### config.mk
export PLATFORM = sky130hd
export DESIGN_NAME = superfx_seq_multiplier
export DESIGN_NICKNAME = d
export VERILOG_FILES = /design/src/rtl/superfx_seq_multiplier.sv
export SDC_FILE = /design/constraint.sdc
export NUM_CORES = 1
export LEC_CHECK = 0
export BUFFER_PORTS_ARGS = -buffer_cell sky130_fd_sc_hd__buf_4
export CELL_PAD_IN_SITES_DETAIL_PLACEMENT = 0
export CELL_PAD_IN_SITES_GLOBAL_PLACEMENT = 1
export CORE_MARGIN = 1
export CORE_UTILIZATION = 42
export CTS_CLUSTER_DIAMETER = 80
export DETAILED_ROUTE_END_ITERATION = 10
export PLACE_DENSITY = 0.8
export SYNTH_ARGS = -nofsm -noshare
export SYNTH_HDL_FRONTEND = slang
export SYNTH_SLANG_ARGS = --single-unit
### constraint.sdc
create_clock -name clk_21mhz -period 6 [get_ports clk_21mhz]
set_clock_uncertainty 0.05 [all_clocks]
set_input_delay 0.3 -clock clk_21mhz [delete_from_list [all_inputs] [get_ports clk_21mhz]]
set_output_delay 0.3 -clock clk_21mhz [all_outputs]
set_load 0.005 [all_outputs]
### src/rtl/superfx_seq_multiplier.sv
// GSU multi-cycle radix-2^BPC shift-add multiplier with start/done handshake (MULT/FMULT).
// Optional build macro MULT_EARLY_OUT_EN: finish as soon as the remaining multiplier bits are zero.
module superfx_seq_multiplier #(
   parameter int WIDTH = 16,
   parameter int BPC   = 2
) (
   input  logic               clk_21mhz,
   input  logic               reset,
   input  logic               start,
   input  logic [WIDTH-1:0]   a,
   input  logic [WIDTH-1:0]   b,
   input  logic               is_signed,
   input  logic               frac,
   output logic               busy,
   output logic               done,
   output logic [2*WIDTH-1:0] product,
   output logic [WIDTH-1:0]   z,
   output logic               cy,
   output logic               sgn,
   output logic               zero
);

   localparam int N  = WIDTH / BPC;
   localparam int PW = 2 * WIDTH;
   localparam int CW = $clog2(N + 1);

   typedef enum logic [1:0] {S_IDLE, S_RUN, S_FIX} state_t;

   state_t          r_state;
   state_t          w_next;

   logic [PW-1:0]    r_mcand;
   logic [WIDTH-1:0] r_mplier;
   logic [PW-1:0]    r_acc;
   logic [CW-1:0]    r_cnt;
   logic             r_neg;
   logic             r_frac;
   logic             r_done;
   logic [PW-1:0]    r_product;
   logic [WIDTH-1:0] r_z;
   logic             r_cy;
   logic             r_sgn;
   logic             r_zero;

   logic [WIDTH-1:0] w_a_mag;
   logic [WIDTH-1:0] w_b_mag;
   logic [WIDTH-1:0] w_mplier_rest;
   logic [PW-1:0]    w_pp;
   logic [PW-1:0]    w_fixed;
   logic [WIDTH-1:0] w_z;
   logic             w_last;

   // Magnitudes fit exactly in WIDTH unsigned bits, including -2^(WIDTH-1).
   assign w_a_mag       = (is_signed && a[WIDTH-1]) ? -a : a;
   assign w_b_mag       = (is_signed && b[WIDTH-1]) ? -b : b;
   assign w_mplier_rest = r_mplier >> BPC;

`ifdef MULT_EARLY_OUT_EN
   assign w_last = (w_mplier_rest == '0) || (r_cnt == CW'(N - 1));
`else
   assign w_last = (r_cnt == CW'(N - 1));
`endif

   // Partial product for the BPC multiplier bits retired this cycle.
   always_comb begin
      // NOTE: default first so no path through the loop leaves w_pp unassigned (no latch).
      w_pp = '0;
      for (int j = 0; j < BPC; j++) begin
         if (r_mplier[j]) w_pp = w_pp + (r_mcand << j);
      end
   end

   assign w_fixed = r_neg ? -r_acc : r_acc;
   assign w_z     = r_frac ? w_fixed[PW-1:WIDTH] : w_fixed[WIDTH-1:0];

   always_ff @(posedge clk_21mhz or negedge reset) begin
      // NOTE: sequential state uses non-blocking assignments only.
      if (!reset) r_state <= S_IDLE;
      else        r_state <= w_next;
   end

   always_comb begin
      w_next = r_state;
      case (r_state)
         S_IDLE:  if (start) w_next = S_RUN;
         S_RUN:   if (w_last) w_next = S_FIX;
         S_FIX:   w_next = S_IDLE;
         default: w_next = S_IDLE;
      endcase
   end

   always_comb begin
      busy = (r_state != S_IDLE);
   end

   always_ff @(posedge clk_21mhz or negedge reset) begin
      if (!reset) begin
         r_mcand   <= '0;
         r_mplier  <= '0;
         r_acc     <= '0;
         r_cnt     <= '0;
         r_neg     <= 1'b0;
         r_frac    <= 1'b0;
         r_done    <= 1'b0;
         r_product <= '0;
         r_z       <= '0;
         r_cy      <= 1'b0;
         r_sgn     <= 1'b0;
         r_zero    <= 1'b1;
      end else begin
         r_done <= (r_state == S_FIX);
         case (r_state)
            S_IDLE: begin
               if (start) begin
                  r_mcand  <= {{WIDTH{1'b0}}, w_a_mag};
                  r_mplier <= w_b_mag;
                  r_acc    <= '0;
                  r_cnt    <= '0;
                  r_neg    <= is_signed & (a[WIDTH-1] ^ b[WIDTH-1]);
                  r_frac   <= frac;
               end
            end
            S_RUN: begin
               r_acc    <= r_acc + w_pp;
               r_mcand  <= r_mcand << BPC;
               r_mplier <= w_mplier_rest;
               r_cnt    <= r_cnt + 1'b1;
            end
            S_FIX: begin
               r_product <= w_fixed;
               r_z       <= w_z;
               r_cy      <= r_frac & w_fixed[WIDTH-1];
               r_sgn     <= w_z[WIDTH-1];
               r_zero    <= (w_z == '0);
            end
            default: ;
         endcase
      end
   end

   assign done    = r_done;
   assign product = r_product;
   assign z       = r_z;
   assign cy      = r_cy;
   assign sgn     = r_sgn;
   assign zero    = r_zero;

endmodule

Yosys cells after proc, flatten, opt, wreduce, memory -nomap -nowiden:

Index checks and enable logic that the tools add are counted.

* reductions and logical operators: 9
* equality and inequality tests: 5
* add/sub/neg operators: 6
* multiplexer cells: 17
* bitwise gates (word level): 3

Operators by type and width (number)
* $mux W32: 5
* $pmux W32 S2: 2
* $add A32 B32 Y32: 2
* $mux W16: 4
* $neg A16 Y16: 2
* $neg A32 Y32: 1
* $pmux W16 S2: 1
* $logic_not A16 Y1: 1
* $pmux W4 S2: 1
* $reduce_and A2 Y1: 3
* $add A4 B1 Y4 const B: 1
* $eq A4 B3 Y1 const B: 1
* $mux W2: 2
* $mux W4: 1
* $ne A2 B2 Y1 const B: 2
* $pmux W2 S2: 1
* $reduce_bool A2 Y1: 2
* $and A1 B1 Y1: 2
* $eq A2 B1 Y1 const B: 1
* $eq A2 B2 Y1 const B: 1
* $logic_and A1 B1 Y1: 2
* $logic_not A2 Y1: 1
* $xor A1 B1 Y1: 1

* word-level logic and storage cells: 53
* bits of input ports: 37
* register bits: 140
* output and inout bits: 53

Longest topological paths before layout:

* depth after elaboration: 5
* depth in mapped cells: 30

Least setup slack after synthesis:

No wires, ideal clock.

* path kind: reg-to-reg
* start: register r_mplier[0]
* end: register r_acc[31]
* setup time: 0.078 ns
* data arrival time: 6.451 ns
* stages on the path, launching flop included: 30
* path slack: -0.579 ns
* period minus slack after synthesis: 6.579 ns
* path buffers: 5
* path through: dfrtp_1 buf_2 buf_2 buf_1 clkbuf_1 clkbuf_1 nand2_1 inv_1 ha_1 inv_1 fa_1 o311ai_1 o21a_1 nand2_1 a211oi_1 nor3_1 a21oi_1 nand3_1 xor2_1 ha_1 a2111oi_0 o21ai_0 and3_1 or2_2 o21bai_1 a311oi_1 nor3_1 or4_1 a211oi_1 o21bai_1

* longest elaborated chain between the ends: 5

Ends and longest elaborated chain
* start, declared: RTL line 33 `logic [WIDTH-1:0] r_mplier;`
* start signal, assigned: RTL line 116 `r_mplier <= w_b_mag;`
* start signal, assigned: RTL line 126 `r_mplier <= w_mplier_rest;`
* $mux W32 (*): RTL line 69 `if (r_mplier[j]) w_pp = w_pp + (r_mcand << j);`
* $add A32 B32 Y32: RTL line 69
* $mux W32 (*): RTL line 69
* $add A32 B32 Y32 (*): RTL line 124 `r_acc <= r_acc + w_pp;`
* $pmux W32 S2 (*): RTL line 112 `case (r_state)`
* end signal, assigned: RTL line 124
* end, declared: RTL line 34 `logic [PW-1:0] r_acc;`

Mark *: on every way between the ends. The rest lies on a longest branch, timed or not.
A chain may end at the register's enable or synchronous reset.

Final worst setup path:

Ends and elaborated chain as after synthesis.

==> results.py <==
metrics = {
    "status": {
        "status": "completed",
    },
    "timing": {
        "clock.fmax_mhz": 178,
        "slew_viol_final": 0,
        "setup_tns_ns": 0,
        "fin_ws_ns": 0.384,
        "whs_ns": 0.0358,
        "finalSetupViolCount": 0,
        "rsz0062_at_grt": "false",
        "finalCritPeriodShare": 0.936,
        "max_slew.worst_pin.slew_ns": 0.883,
        "relSlewSlack": 0.411,
        "min_period_ns": 5.62,
        "hold_viol_final": 0,
    },
    "clocking": {
        "cts.sinks": 139,
        "cts_root_buffer": "clkbuf_16",
        "cts.clk_slew.worst_paths_ns": 0.07,
        "numCtsBuffers": 17,
        "clk-insertion-delay-late_ns": 0.43,
        "cts_tree": "done",
        "htreeDepth": 4,
        "clock_path_buffers": 2,
    },
    "synth": {
        "synth-seq-cells": 139,
        "synth-main-ff-cell": "dfrtp_1",
        "synth_top_area_cell": "dfrtp_1",
        "yosysWarningCount": 0,
        "ys_top_cells_by_area": "dfrtp_1 32%, o21ai_0 8.4%, nand2_1 6.9%",
        "synth.distinct_cells": 78,
        "syn_nets": 1400,
        "netlist_instances": 1308,
        "yosysTopAreaCellShare": 0.323,
        "yosysSeqAreaShare": 0.326,
        "synth_area_um2": 10700,
        "synth_edf_count": 0,
        "syn_area_per_cell_um2": 8.16,
        "async_flop_share": 1.00,
    },
    "worst_setup_path": {
        "reg2reg_slack_ns": 0.38,
        "start_kind": "flip-flop",
        "crit_required_ns": 6.29,
        "crit_type": "flip-flop to flip-flop",
        "end_kind": "flip-flop",
        "cp.arrival_ns": 5.91,
        "critical_path.max_fanout": 8,
    },
    "pwr": {
        "p_comb_frac": 0.575,
        "leakagePower_uw": 0.00542,
        "clockPowerShare": 0.153,
        "cell_internal_pwr_uw": 3640,
        "peakVddDrop_mv": 0.225,
        "power_density_nw_per_um2": 561,
        "switchingPower_uw": 3270,
        "p_sw_frac": 0.474,
        "p_seq_frac": 0.272,
    },
    "floorplanning": {
        "coreArea_um2": 24600,
        "fp.dieH_um": 161,
        "fp.dieW_um": 161,
        "start_util": 0.434,
        "boundaryPins": 90,
        "rows": 57,
        "dieArea_um2": 26100,
    },
    "final_layout": {
        "layout_commonest_cell": "nand2_1",
        "layout_common_cells": "197 x nand2_1, 177 x o21ai_0, 137 x dfrtp_1",
        "fin_area_um2": 12300,
        "drive_above_1_share": 0.145,
        "diodes": 0,
        "fillCellCount": 2423,
        "area_delta_synth_final_pct": 15.3,
        "fin_cells": 1700,
        "nets": 1455,
    },
    "global_routing": {
        "overflow": 0,
        "grt_use_met2": 0.355,
        "grt_pass1_vias": 8967,
        "grt_max_degree": 80,
        "grt_pass1_wl_mm": 45.7,
        "gr-usage-met1": 0.302,
        "grt_use_met3": 0.0267,
        "antenna_found_initial": 0,
        "grt_use_total": 0.218,
        "grt.busiest_layer": "met2",
    },
    "placed_design": {
        "dpl.cell_count": 1666,
        "placed_cell_area_um2": 11700,
        "pre_cts_ws_ns": 0.0373,
        "port_buffers": 89,
        "dpl.hpwl_mm": 20.5,
        "gp_congestion": 0.906,
    },
    "drt": {
        "drtIter0Drc": 717,
        "vias": 9567,
        "drt_first_pass_iters": 5,
        "drt-wirelength-per-cell_um": 16.4,
        "vias_per_cell": 5.63,
        "finalWirelength_mm": 27.9,
        "postRouteAntennaNets": 0,
        "drc_errors": 0,
    },
    "worst_hold_path": {
        "hold_class": "input pin to flip-flop",
    },
    "flow_run": {
        "drv_cap": 0,
    },
}
## Yosys cell counts, types with 10 or more instances
cell type / number
a211oi_1: 10
a21o_1: 23
a21oi_1: 63
a22oi_1: 26
a31oi_1: 11
and2_1: 22
clkbuf_1: 63
dfrtp_1: 138
ha_1: 53
inv_1: 42
mux2_2: 25
mux2i_1: 18
nand2_1: 197
nand2b_1: 16
nand3_1: 49
nor2_1: 51
nor3_1: 19
nor4_1: 12
o21ai_0: 180
o31ai_1: 22
xnor2_1: 43
xor2_1: 63
## per-stage QoR
stage           util  total power, µW
2_1_floorplan      -             4640
3_3_place_gp   0.474             5730
3_5_place_dp   0.474             5790
4_1_cts        0.498             6860
5_1_grt        0.500             7520
6_report       0.500             6910
## power by group through the flow
stage	registers [µW]	clock network [µW]	logic (µW)
2_1_floorplan	1630	0	3010
3_3_place_gp	1870	0	3860
3_5_place_dp	1880	0	3900
4_1_cts	1870	1070	3930
5_1_grt	1950	1120	4460
6_report	1880	1060	3970
## timing repair
action                                 in CTS  in global routing
setup buffers                               0                  1
endpoints found under the hold margin      78                  0
setup endpoints to repair                   0                  2
gates resized for setup                     0                 16
hold buffers                                1                  0
## kinds of logic after synthesis
group / share of synthesized area
XOR/XNOR: 0.0869
multiplexers: 0.0443
flip-flops: 0.326
buffers and inverters: 0.0422
adder cells (fa/ha/maj): 0.0668
AND/OR/NAND/NOR: 0.195
AO/OA/AOI/OAI: 0.239
## area by class of cell
type	count	area [µm²]	share of cell area
Multi-Input combinational cell	1051	6840	0.555
Clock buffer	20	467	0.0379
Clock inverter	12	114	0.00925
Timing Repair Buffer	112	847	0.0688
Inverter	42	158	0.0128
Sequential cell	139	3480	0.283
Tap cell	324	405	0.0329
## critical path, stage by stage, from the launching register on
cell and delay [ns]:
dfrtp_2 0.43, nand2_1 0.08, inv_1 0.05, ha_1 0.21, inv_1 0.08, fa_1 0.45, nand3b_1 0.23, o311ai_4 0.16
o21a_1 0.23, nand2_1 0.13, a211oi_1 0.25, nor3_1 0.08, a21oi_1 0.14, nand3_1 0.10, xor2_1 0.18, ha_1 0.38
nand4_1 0.13, or2_2 0.33, a211oi_2 0.23, nor2_1 0.09, o21bai_2 0.24, a311oi_2 0.15, o21a_1 0.22, or4_1 0.53
a211oi_1 0.23, o21bai_1 0.14
## final timing paths
kind | start | end | depth (start not counted)
setup / recovery | r_mplier[0]$_DFFE_PN0P_ | r_acc[31]$_DFFE_PN0P_ | 25
hold / removal | frac | r_frac$_DFFE_PN0P_ | 3
setup reg to reg | r_mplier[0]$_DFFE_PN0P_ | r_acc[31]$_DFFE_PN0P_ | 25
hold reg to reg | cy$_DFFE_PN0P_ | cy$_DFFE_PN0P_ | 2
max in group asynchronous | reset | r_frac$_DFFE_PN0P_ | 3
min in group asynchronous | reset | product[31]$_DFFE_PN0P_ | 2
## state kept, by name, indices dropped and copies added, names as in the netlist, 2 cells and up
name	cells
product	32
r_acc	32
r_cnt	4
r_mcand	32
r_mplier	16
r_state	2
z	16
## layer usage
layer | up-vias | wire length [µm]
met5 | - | 0
met4 | 0 | 375
met3 | 25 | 1220
met2 | 270 | 12600
met1 | 4448 | 13700
li1 | 4824 | -
Power figures use the tool's default switching activity.
